[config.mk]
export PLATFORM = sky130hd
export DESIGN_NAME = ddd_pace_scheduler
export DESIGN_NICKNAME = d
export VERILOG_FILES = /design/src/rtl/ddd_pace_scheduler.sv
export SDC_FILE = /design/constraint.sdc
export NUM_CORES = 1
export LEC_CHECK = 0
export CAP_MARGIN = 5
export CORE_UTILIZATION = 58
export DETAILED_ROUTE_END_ITERATION = 16
export GPL_ROUTABILITY_DRIVEN = 0
export PLACE_DENSITY = 0.77
export SETUP_SLACK_MARGIN = 0.4
export SLEW_MARGIN = 15
export SYNTH_ARGS = -nofsm -noshare
export SYNTH_HDL_FRONTEND = slang
export SYNTH_SLANG_ARGS = --single-unit
[constraint.sdc]
create_clock -name clk -period 2.35 [get_ports clk]
set_clock_uncertainty 0.1 [all_clocks]
set_input_delay 0.235 -clock clk [delete_from_list [all_inputs] [get_ports clk]]
set_output_delay 0.235 -clock clk [all_outputs]
set_load 0.03 [all_outputs]
[src/rtl/ddd_pace_scheduler.sv]
// Dual-chamber pacing scheduler: one shared interval counter and one FSM sequence
// VA escape, AV delay, pace pulses and the PVARP/VRP refractory windows.
module ddd_pace_scheduler #(
  parameter int unsigned AVI     = 150,
  parameter int unsigned VAI     = 850,
  parameter int unsigned PVARP   = 250,
  parameter int unsigned VRP     = 200,
  parameter int unsigned PULSE_W = 2,
  parameter int unsigned CNT_W   = 12
) (
  input  logic       clk,
  input  logic       rst,
  input  logic       sa,
  input  logic       sv,
  output logic       pa,
  output logic       pv,
  output logic       a_refr,
  output logic       v_refr,
  output logic [1:0] state_o
);

  typedef enum logic [1:0] {
    WAIT_A = 2'd0,
    PACE_A = 2'd1,
    WAIT_V = 2'd2,
    PACE_V = 2'd3
  } state_t;

  localparam logic [CNT_W-1:0] AVI_LAST = CNT_W'(AVI - 1);
  localparam logic [CNT_W-1:0] VAI_LAST = CNT_W'(VAI - 1);
  localparam logic [CNT_W-1:0] PW_LAST  = CNT_W'(PULSE_W - 1);
  localparam logic [CNT_W-1:0] PVARP_LD = CNT_W'(PVARP);
  localparam logic [CNT_W-1:0] VRP_LD   = CNT_W'(VRP);

  state_t           state, state_nx;
  logic [CNT_W-1:0] tmr, tmr_nx;
  logic [CNT_W-1:0] pvarp_cnt, vrp_cnt;
  logic             ld_refr;

  // Pace outputs decode straight from the state register, so async reset drops them at once.
  assign pa      = (state == PACE_A);
  assign pv      = (state == PACE_V);
  assign a_refr  = (pvarp_cnt != '0) || (state == PACE_A) || (state == WAIT_V);
  assign v_refr  = (vrp_cnt != '0) || (state == PACE_V);
  assign state_o = state;

  always_comb begin
    state_nx = state;
    tmr_nx   = tmr + CNT_W'(1);
    ld_refr  = 1'b0;
    case (state)
      WAIT_A: begin
        // A ventricular event beats a simultaneous atrial one and restarts VA timing.
        if (sv && !v_refr) begin
          tmr_nx  = '0;
          ld_refr = 1'b1;
        end else if (sa && !a_refr) begin
          tmr_nx   = '0;
          state_nx = WAIT_V;
        end else if (tmr == VAI_LAST) begin
          tmr_nx   = '0;
          state_nx = PACE_A;
        end
      end
      PACE_A: begin
        // tmr keeps running through the pulse so the AV delay counts from pace start.
        if (tmr == PW_LAST) state_nx = WAIT_V;
      end
      WAIT_V: begin
        if (sv && !v_refr) begin
          tmr_nx   = '0;
          ld_refr  = 1'b1;
          state_nx = WAIT_A;
        end else if (tmr == AVI_LAST) begin
          tmr_nx   = '0;
          ld_refr  = 1'b1;
          state_nx = PACE_V;
        end
      end
      PACE_V: begin
        if (tmr == PW_LAST) state_nx = WAIT_A;
      end
      default: state_nx = WAIT_A;
    endcase
  end

  always_ff @(posedge clk or posedge rst) begin
    if (rst) begin
      state <= WAIT_A;
      tmr   <= '0;
    end else begin
      state <= state_nx;
      tmr   <= tmr_nx;
    end
  end

  // Refractory windows: reload on every ventricular event, otherwise count down to 0.
  always_ff @(posedge clk or posedge rst) begin
    if (rst) begin
      pvarp_cnt <= '0;
      vrp_cnt   <= '0;
    end else if (ld_refr) begin
      pvarp_cnt <= PVARP_LD;
      vrp_cnt   <= VRP_LD;
    end else begin
      if (pvarp_cnt != '0) pvarp_cnt <= pvarp_cnt - CNT_W'(1);
      if (vrp_cnt != '0)   vrp_cnt   <= vrp_cnt - CNT_W'(1);
    end
  end

endmodule
* Word level (Yosys, flattened, before mapping)
Index checks and enable logic that the tools add are counted.
Word-level totals: register bits 38, input port bits 4, output and inout port bits 6, word-level logic and storage cells 53
Cells by class: add/subtract/negate cells 3, equality and inequality tests 11, multiplexer cells 22, reductions and logical operators 13
Operator list (number):
- $mux 12 | 9
- $pmux 12 s2 | 1
- $reduce_bool 12->1 | 2
- $sub 12x1->12 const B | 2
- $mux 2 | 7
- $add 12x1->12 const B | 1
- $eq 12x1->1 const B | 1
- $eq 12x10->1 const B | 1
- $eq 12x8->1 const B | 1
- $pmux 2 s4 | 1
- $reduce_and 5->1 | 1
- $eq 2x2->1 const B | 2
- $ne 2x1->1 const B | 2
- $reduce_bool 2->1 | 2
- $logic_or 1x1->1 | 3
- $mux 1 | 3
- $ne 3x1->1 const B | 1
- $ne 3x3->1 const B | 1
- $eq 2x1->1 const B | 1
- $logic_and 1x1->1 | 2
- $logic_not 1->1 | 2
- $logic_not 2->1 | 1
- $ne 2x2->1 const B | 1
- $pmux 1 s2 | 1

* Longest topological paths before layout
Gate-level depths: netlist (run 1).
depth after elaboration 8, mapped depth 8, mapped depth without buffers 7

* Worst setup path after synthesis (run 1)
No wires, ideal clock.
kind flip-flop to flip-flop, start point reg tmr[1], end point reg tmr[6], setup time 0.119 ns, arrival 1.829 ns, required time 2.131 ns, setup slack 0.302 ns, stages on the path, launching flop included 9, buffers on the path 1, clock period less this slack 2.048 ns, path through dfrtp_1 > inv_1 > ha_1 > or4b_4 > nor4_4 > nor2_1 > o311ai_4 > buf_6 > nor2_1
On the way: word-level cells in the longest chain between the ends 5, elaborated cells on any way between the ends 9, those cells by class 1 x add/sub; 2 x eq/ne; 6 x mux
Ends and longest elaborated chain:
- start, declared | RTL line 36 | logic [CNT_W-1:0] tmr, tmr_nx;
- start signal, assigned | RTL line 93 | tmr <= tmr_nx;
- $add 12x1->12 / $eq 12x10->1 (equally long branches) | RTL line 49, 60
- $mux 12 | RTL line 60 | end else if (tmr == VAI_LAST) begin
- $mux 12 | RTL line 57 | end else if (sa && !a_refr) begin
- $mux 12 | RTL line 54 | if (sv && !v_refr) begin
- $pmux 12 s2 (*) | RTL line 51 | case (state)
- via tmr_nx[6] | RTL line 36
Mark *: on every way through the listed nets, which the timed path passes. The rest lies on a longest branch. A chain may end at the register's enable or synchronous reset.

* Final worst setup path (run 1)
start point reg pvarp_cnt[4], end point reg tmr[3]
On the way: word-level cells in the longest chain between the ends 8
Ends and longest elaborated chain:
- start, declared | RTL line 37 | logic [CNT_W-1:0] pvarp_cnt, vrp_cnt;
- start signal, assigned | RTL line 106 | if (pvarp_cnt != '0) pvarp_cnt <= pvarp_cnt - CNT_W'(1);
- $reduce_bool 12->1 | RTL line 43 | assign a_refr = (pvarp_cnt != '0) || (state == PACE_A) || (state == WAIT_V);
- $logic_or 1x1->1 (2 in series) | RTL line 43
- $logic_not 1->1 | RTL line 57
- $logic_and 1x1->1 | RTL line 57
- $mux 12 | RTL line 57
- $mux 12 | RTL line 54
- $pmux 12 s2 | RTL line 51
- via tmr_nx[3] | RTL line 36
The timed path passes the listed nets, and every way through them passes these cells.

==> flow_summary.toml, run 1 <==
[grt]
grt_max_degree = 39
grt_pass1_wl_um = 8200
grt_usage = 0.266
antenna_found_initial = 0
grt_overflow_total = 0
grt_pass1_vias = 1844

[clock_tree]
clock-root-buffer = "clkbuf_8"
clk_pin_slew_ns = 0.07
htreeDepth = 2
cts-hold-fix-buffers = 0
cts_buffers = 5
cts_buffer_depth = 2
clock_sinks = 38
insertion_delay_ns = 0.29
cts_tree = "built"

[routing]
drtIter0Drc = 164
drt-wirelength-per-cell_um = 19.4
ant_nets = 0
vias_per_cell = 6.18
vias = 1886
dr.pass1.iters = 4
drt_wl_total_um = 5920
drc = 0

[sta]
final_hold_viol_count = 0
slew_headroom = 0.651
setup_ws_ns = 0.274
period_needed_ns = 2.08
rsz0062_at_grt = "yes"
finalSetupTns_ns = 0
drv_slew = 0
tightest_slew_ns = 0.520
fmax_mhz = 482
setup_viol = 0
fin_crit_sh = 0.884

[critical_path]
worst_setup_path_start_kind = "flop"
worstPathArrival_ns = 2.15
crit_required_ns = 2.43
r2r_slack_ns = 0.27
cp_max_fo = 6
crit_path_end_kind = "flop"
r2r_start = "pvarp_cnt[4]"
crit_start = "pvarp_cnt[4]"
worstSetupPathType = "reg -> reg"

[final_layout]
areaGrowthSynthToFinish_pct = 33.8
fin_nets = 268
diodes = 0
utilization = 0.839
drive_gt1_frac = 0.359
nFillCells = 172

[floorplanning]
initial_utilization = 0.627
dieHeight_um = 63.0
core_area_um2 = 3440
row_count = 21
ios = 10
die_x_um = 63.0
die_area_um2 = 3970

[yosys]
syn_nets = 232
ys_types = 43
syn_area_um2 = 2160
synth_top_cell_area_share = 0.441
synthTopCellsByCount = "dfrtp_1, nor2_1, nand2_1, xnor2_1, inv_1"
ys_ff_latch = 38
synthesis.instances = 222
avgSynthCellArea_um2 = 9.72
ys_async_sr_fraction = 1.00
ys.flop_type = "dfrtp_1"
synth_warnings = 0
yosysSeqAreaShare = 0.441
synthTopCellsByArea = "dfrtp_1, nor2_1, xnor2_1"
synth.largest_area_cell = "dfrtp_1"
synth_edf_count = 0

[power_and_ir_drop]
power.density_nw_per_um2 = 394
leakage_nw = 1.15
ir_drop_mv = 0.391

[hold_path]
hp-class = "in -> async"

[job]
maxCapViolCount = 0

[outcome]
outcome = "finished, final reports clean"

[place]
place_ws_ns = 0.151
numPortBuffers = 9
place_hpwl_um = 3110
==> area by class of cell <==
cell class / count / area, um2 / share of cell area
multi-input cells: 168 / 1440 / 0.498
flip-flops and latches: 38 / 951 / 0.329
repair buffers: 35 / 310 / 0.107
clock buffers: 7 / 86.3 / 0.0299
well taps: 46 / 57.6 / 0.0199
inverters: 10 / 37.5 / 0.0130
clock inverters: 1 / 5.00 / 0.00173
==> flip-flops by register name, indices dropped and copies added (netlist names) <==
register	count
tmr	12
state_o	2
vrp_cnt	12
pvarp_cnt	12
==> cells in the final DEF, fill, tap and decap left out, types with 4 or more instances in the layout <==
| cell | n |
|---|---|
| dfrtp_1 | 38 |
| nor2_1 | 25 |
| buf_4 | 21 |
| nand2_1 | 16 |
| xnor2_1 | 11 |
| xor2_1 | 9 |
| nor2_4 | 8 |
| inv_1 | 6 |
| nand3_1 | 6 |
| a21oi_1 | 6 |
| clkbuf_8 | 6 |
| nand4_1 | 5 |
| nor2_2 | 5 |
| buf_6 | 5 |
| o21ai_0 | 4 |
| mux2i_1 | 4 |
| inv_2 | 4 |
| clkdlybuf4s50_1 | 4 |
==> through the flow <==
stage	hold slack [ns]	power (mW)	area (um2)	std cells
global placement	0.407	0.686	2350	280
finish	0.259	1.14	2890	305
CTS	0.279	1.14	2580	299
global route	0.350	1.18	2890	305
floorplan	0.327	0.677	2170	222
detailed placement	0.409	0.686	2350	280
==> worst paths after layout <==
kind / to / depth (start not counted)
min in group clk: tmr[11] / 2
hold / removal: tmr[5] / 3
setup reg to reg: tmr[3] / 7
setup / recovery: tmr[3] / 7
max in group asynchronous: state_o[1] / 3
hold reg to reg: tmr[11] / 2
==> power breakdown <==
group | leakage [nW] | total, mW | switching, mW | internal [mW]
combinational | 0.626 | 0.0195 | 0.0136 | 0.00595
sequential | 0.478 | 0.653 | 0 | 0.653
clock | 0.0482 | 0.466 | 0.229 | 0.237
==> what timing repair did <==
action | 4_1_cts | 5_1_grt
setup buffers | 10 | 5
gates resized for setup | 29 | 63
endpoints found under the setup margin | 42 | 39
cloned | 1 | 1
pin swaps | 7 | 10
==> worst max-delay path, cell delays in order, from the launching register on <==
cell and delay (ns):
dfrtp_1 0.46, or3_4 0.44, buf_4 0.17, nand4b_1 0.21, nand2b_1 0.23, o311ai_4 0.12
buf_6 0.18, nor2_1 0.04
==> per-layer routing <==
layer  vias up  global-route usage  part of all wire
li1        851                   -                 -
met1       962               0.323              0.41
met2        55               0.464              0.53
met3        18              0.0474             0.041
met4         0               0.105             0.025
met5         -                   0                 0
==> kinds of logic after synthesis <==
| logic type | share of synthesized area |
|---|---|
| AOI/OAI and AO/OA | 0.0911 |
| muxes | 0.0186 |
| xor gates and xnor gates | 0.0853 |
| DFF | 0.441 |
| buffers and inverters | 0.0331 |
| and+or+nand+nor | 0.296 |
| adders and majority gates | 0.0348 |
No activity file was read; power rests on OpenSTA's default activity.
==> run 2, diff against run 1 <==
--- a/config.mk
+++ b/config.mk
@@ -9,7 +9,7 @@
 export CORE_UTILIZATION = 58
 export DETAILED_ROUTE_END_ITERATION = 16
 export GPL_ROUTABILITY_DRIVEN = 0
-export PLACE_DENSITY = 0.77
+export PLACE_DENSITY = 0.74
 export SETUP_SLACK_MARGIN = 0.4
 export SLEW_MARGIN = 15
 export SYNTH_ARGS = -nofsm -noshare
==> flow_summary.toml, run 2 (synthesis gave the netlist of run 1 again) <==
[outcome]
outcome = "finished, final reports clean"

[sta]
rsz0062_at_grt = "yes"
tightest_slew_ns = 0.471
fin_crit_sh = 0.909
period_needed_ns = 2.14
setup_viol = 0
hold-worst-slack_ns = 0.245
drv_slew = 0
final_hold_viol_count = 0
fmax_mhz = 468
slew_headroom = 0.684
finalSetupTns_ns = 0

[clock_tree]
cts_tree = "built"
cts_buffer_depth = 2
clock-root-buffer = "clkbuf_8"
insertion_delay_ns = 0.29
htreeDepth = 2
cts_buffers = 5
clk_pin_slew_ns = 0.07
clock_sinks = 38

[critical_path]
worst_setup_path_start_kind = "flop"
crit_required_ns = 2.43
crit_top_cell = "nor2_2"
path_buf_inv = 2
crit_chain = "inv_1 > ha_2 > or4b_4 > nor4_4 > nor2_2 > o311ai_4 > buf_6 > nor2_2"
r2r_slack_ns = 0.21
slowest_stage = "or4b_4"
crit_path_end_kind = "flop"
max_stage_delay_ns = 0.49
cp_max_fo = 6
worstPathArrival_ns = 2.21
worstSetupPathType = "reg -> reg"
cp_top_family = "simple AND/OR/NAND/NOR gates"

[place]
place_hpwl_um = 3070
dp.cells = 281
numPortBuffers = 9
placed_area_um2 = 2360

[grt]
grt_pass1_vias = 1742
grt_pass1_wl_um = 8150
grt_max_degree = 39
antenna_found_initial = 0
grt_usage = 0.268
grt_overflow_total = 0

[floorplanning]
ios = 10
die_area_um2 = 3970
dieHeight_um = 63.0
core_area_um2 = 3440
initial_utilization = 0.627
row_count = 21
die_x_um = 63.0

[routing]
vias = 1872
drt-wirelength-per-cell_um = 16.9
ant_nets = 0
dr.pass1.iters = 4
drtIter0Drc = 207
vias_per_cell = 6.10
drt_wl_total_um = 5190
drc = 0

[job]
maxCapViolCount = 0

[final_layout]
diodes = 0
final_cell_mix = "dfrtp_1, nor2_1, buf_4"
fin_nets = 270
largestRegisters = "pvarp_cnt (12), tmr (12), vrp_cnt (12)"
drive_gt1_frac = 0.299
fin_area_um2 = 2750
mostFrequentLayoutCell = "dfrtp_1"
nFillCells = 208
areaGrowthSynthToFinish_pct = 27.4
fin_cells = 307

[power_and_ir_drop]
leakage_nw = 1.15
total_power_mw = 1.13
ir_drop_mv = 0.374
power.density_nw_per_um2 = 411

[hold_path]
hp-class = "in -> async"
==> run 2: cell count changes in the layout (fill, tap and decap cells not counted), sizes merged <==
cell,before,now
buf,28,30
dlygate4sd2,3,2
clkdlybuf4s50,4,5
==> run 2: worst paths after layout <==
kind                               from  depth (start not counted)           end
min in group clk           pvarp_cnt[6]                          2  pvarp_cnt[6]
hold / removal                      rst                          3  pvarp_cnt[3]
setup reg to reg                 tmr[1]                          8        tmr[3]
max in group asynchronous           rst                          3  pvarp_cnt[5]
hold reg to reg            pvarp_cnt[6]                          2  pvarp_cnt[6]
setup / recovery                 tmr[1]                          8        tmr[3]
==> run 2: layer usage <==
metal  vias to the layer above  share of wire  global-route usage
li1                        859              -                   -
met1                       930           0.42               0.333
met2                        66           0.51               0.456
met3                        17          0.046              0.0529
met4                         0          0.024               0.105
met5                         -              0                   0
==> run 2: worst register-to-register path: stages (launching register included) <==
cell	delay, ns
dfrtp_1	0.39
inv_1	0.06
ha_2	0.19
or4b_4	0.49
nor4_4	0.19
nor2_2	0.08
o311ai_4	0.29
buf_6	0.19
nor2_2	0.04
==> run 2: what timing repair did <==
| item | 4_1_cts | 5_1_grt |
|---|---|---|
| buffers inserted | 11 | 6 |
| setup endpoints to repair | 37 | 40 |
| hold buffers | 0 | 0 |
| gates resized for setup | 32 | 23 |
| cloned | 1 | 0 |
| hold endpoints to repair | 0 | 0 |
| pin swaps | 9 | 1 |
==> run 2: final cells by class <==
class	instances	area (um2)	share of cell area
multi-input combinational	168	1300	0.474
sequential	38	952	0.346
timing repair buffer	37	308	0.112
clock buffer	7	86.3	0.0314
tap	46	57.6	0.0209
inverter	10	37.5	0.0137
clock inverter	1	5.00	0.00182
==> run 2: where the power goes <==
part           internal (mW)  switching, mW  leakage [nW]
sequential             0.654              0         0.476
combinational        0.00594         0.0134         0.621
clock                  0.236          0.221        0.0482
total                  0.896          0.234          1.15
==> run 2: metrics by stage <==
step	util	setup slack, ns
CTS	0.755	0.252
detailed placement	0.685	0.149
floorplan	-	0.341
global route	0.799	0.125
finish	0.799	0.214
global placement	0.685	0.195
==> edit (settings of run 2) <==
Change the parameter `AVI` from 150 to 128.
--- a/src/rtl/ddd_pace_scheduler.sv
+++ b/src/rtl/ddd_pace_scheduler.sv
@@ -1,7 +1,7 @@
 // Dual-chamber pacing scheduler: one shared interval counter and one FSM sequence
 // VA escape, AV delay, pace pulses and the PVARP/VRP refractory windows.
 module ddd_pace_scheduler #(
-  parameter int unsigned AVI     = 150,
+  parameter int unsigned AVI     = 128,
   parameter int unsigned VAI     = 850,
   parameter int unsigned PVARP   = 250,
   parameter int unsigned VRP     = 200,
Formal check against the unedited RTL: no difference found for any inputs over 10 cycles, from zero or initial values and one cycle with rst high; that may be too few to reach the edited logic, so the function may still have changed.
==> edit against run 2 <==
  * The run now ends with setup timing left
  * Cell area grew 18%
  * Sequential cell count is the same
  * Core utilization grew 7.0 points
  * Combinational power grew 17%
  * Routed wire length grew 50%
  * Power grew 8.4%
  * Synthesized cell count grew 5.9%
  * Area after synthesis grew 6.7%
  * Setup slack lost 0.23 ns
  * Sequential power is essentially flat
  * First-iteration DRC count grew 45%
  * Critical path type unchanged
  * Critical endpoint is now tmr[5]
  * Largest power group unchanged
==> edit: results (changes against run 2) <==
INFO  metric outcome = finished with violations
INFO  metric failed_checks = setup timing
INFO  metric grt_pass1_wl = 11450 um (+41%)
INFO  metric initial_drt_pass_iterations = 5 (+1)
INFO  metric critPathTopFamily = compound AO/OA/AOI/OAI gates
INFO  metric clk_pin_slew_worst_paths = 0.08 ns
INFO  metric worst-endpoint-arrival = 2.44 ns (+0.23 ns)
INFO  metric worst_voltage_drop_across_the_vdd_grid = 0.3483 mV (-6.8%)
INFO  metric worst_pin_slew = 0.6117 ns (+0.1407 ns)
INFO  metric cp_slowest_stage_delay = 0.49 ns (about the same)
INFO  metric netlist_top_cells_area = sky130_fd_sc_hd__dfrtp_1 41%, sky130_fd_sc_hd__or4_1 3.9%, sky130_fd_sc_hd__ha_1 3.3%
INFO  metric netlist-cell-type-count = 51 (+19%)
INFO  metric final_layout_size_suffix_gt1_share = 44.06% (+14 points)
INFO  metric netlist_top_cells_count = 38 x sky130_fd_sc_hd__dfrtp_1, 12 x sky130_fd_sc_hd__nor3_1, 12 x sky130_fd_sc_hd__or4_1
INFO  metric antenna_found_initial = 0 (unchanged)
INFO  metric worst_case_setup_margin_in_the_final_layout = -0.01155 ns (-0.2255 ns)
INFO  metric globalRouteTotalUtil = 36.26% (+9.4 points)
INFO  metric setup_viol = 2 (+2)
INFO  metric finish.net_count = 295 (+9.3%)
INFO  metric hpwl_detailed = 4229 um (+38%)
INFO  metric powerComb = 0.0000226 W (+17%)
INFO  metric placed_cell_count = 309 (+10%)
INFO  metric seq_power_share = 53.4% (-4.4 points)
INFO  metric clock_path_buffers = 2 (unchanged)
INFO  metric master_cell_of_the_clock_root_buffer = sky130_fd_sc_hd__clkbuf_8
INFO  metric power_leakage = 1.259 nW (+9.9%)
INFO  metric number_of_buffers_inserted_during_clock_tree_synthesis = 5 (unchanged)
INFO  metric synth_fp_nets = 245 (+5.6%)
INFO  metric p_per_area = 376.4 nW/um^2 (-8.4%)
INFO  metric drt-initial-drc-count = 300 (+45%)
INFO  metric dp_slack = -0.07266 ns (-0.2214 ns)
INFO  metric ys_seq_area_share = 41.33% (-2.8 points)
INFO  metric postSynthCellCount = 235 (+5.9%)
INFO  metric detail_route.wl_per_cell = 23.39 um (+38%)
INFO  metric worstPathMaxFanout = 9 (+3)
INFO  metric maximum_number_of_pins_on_one_net_before_global_route_repair = 39 (unchanged)
INFO  metric internal_power = 0.0009768 W (+9.0%)
INFO  metric vias = 2419 (+29%)
INFO  metric drt-vias-per-instance = 7.243 (+19%)
## edit: timing repair
| item | in CTS | in global routing |
|---|---|---|
| hold endpoints to repair | 0 | 0 |
| cloned | 1 | 2 |
| gates resized for setup | 54 | 38 |
| buffers inserted | 9 | 5 |
| pin swaps | 18 | 12 |
| setup endpoints to repair | 42 | 42 |
## edit: per-layer routing
metal | up-vias | share of wire [%] | GRT usage [%] | wire, um
met5 | - | 0 | 0 | 0
met4 | 0 | 3.9 | 20.28 | 307
met3 | 46 | 8.6 | 8.451 | 668
met2 | 180 | 51 | 62.89 | 3954
met1 | 1168 | 37 | 40.45 | 2881
li1 | 1025 | - | - | -
## edit: final cells by class
cell class / count / area (um^2)
clock buffers: 7 / 76.32
multi-input cells: 175 / 1638
flip-flops and latches: 38 / 954.7
repair buffers: 55 / 456.7
inverters: 10 / 37.54
clock inverters: 1 / 30.03
well taps: 48 / 60.06
fillers: 159 / 490.5
## edit: final timing paths
path / to / from
max: tmr[5] / pvarp_cnt[0]
min: tmr[8] / rst
max reg2reg: tmr[5] / pvarp_cnt[0]
min reg2reg: pvarp_cnt[3] / pvarp_cnt[3]
max in group asynchronous: state_o[1] / rst
min in group clk: pvarp_cnt[3] / pvarp_cnt[3]
## edit: through the flow
stage	setup TNS [ns]	area, um^2	hold slack (ns)
2_1_floorplan	0	2364	0.3274
3_3_place_gp	-0.2817	2669	0.4585
3_5_place_dp	-0.6312	2669	0.4696
4_1_cts	0	3027	0.2857
5_1_grt	-0.5513	3253	0.3327
6_report	-0.01200	3253	0.2512
## edit: cell families after synthesis
logic type	count (synthesis)	share of synthesized area, %
compound gates	65	22.13
xor+xnor	10	3.807
fa+ha+maj	6	3.263
buf+inv	23	4.133
flops	38	41.33
mux	4	1.740
simple gates	89	23.60
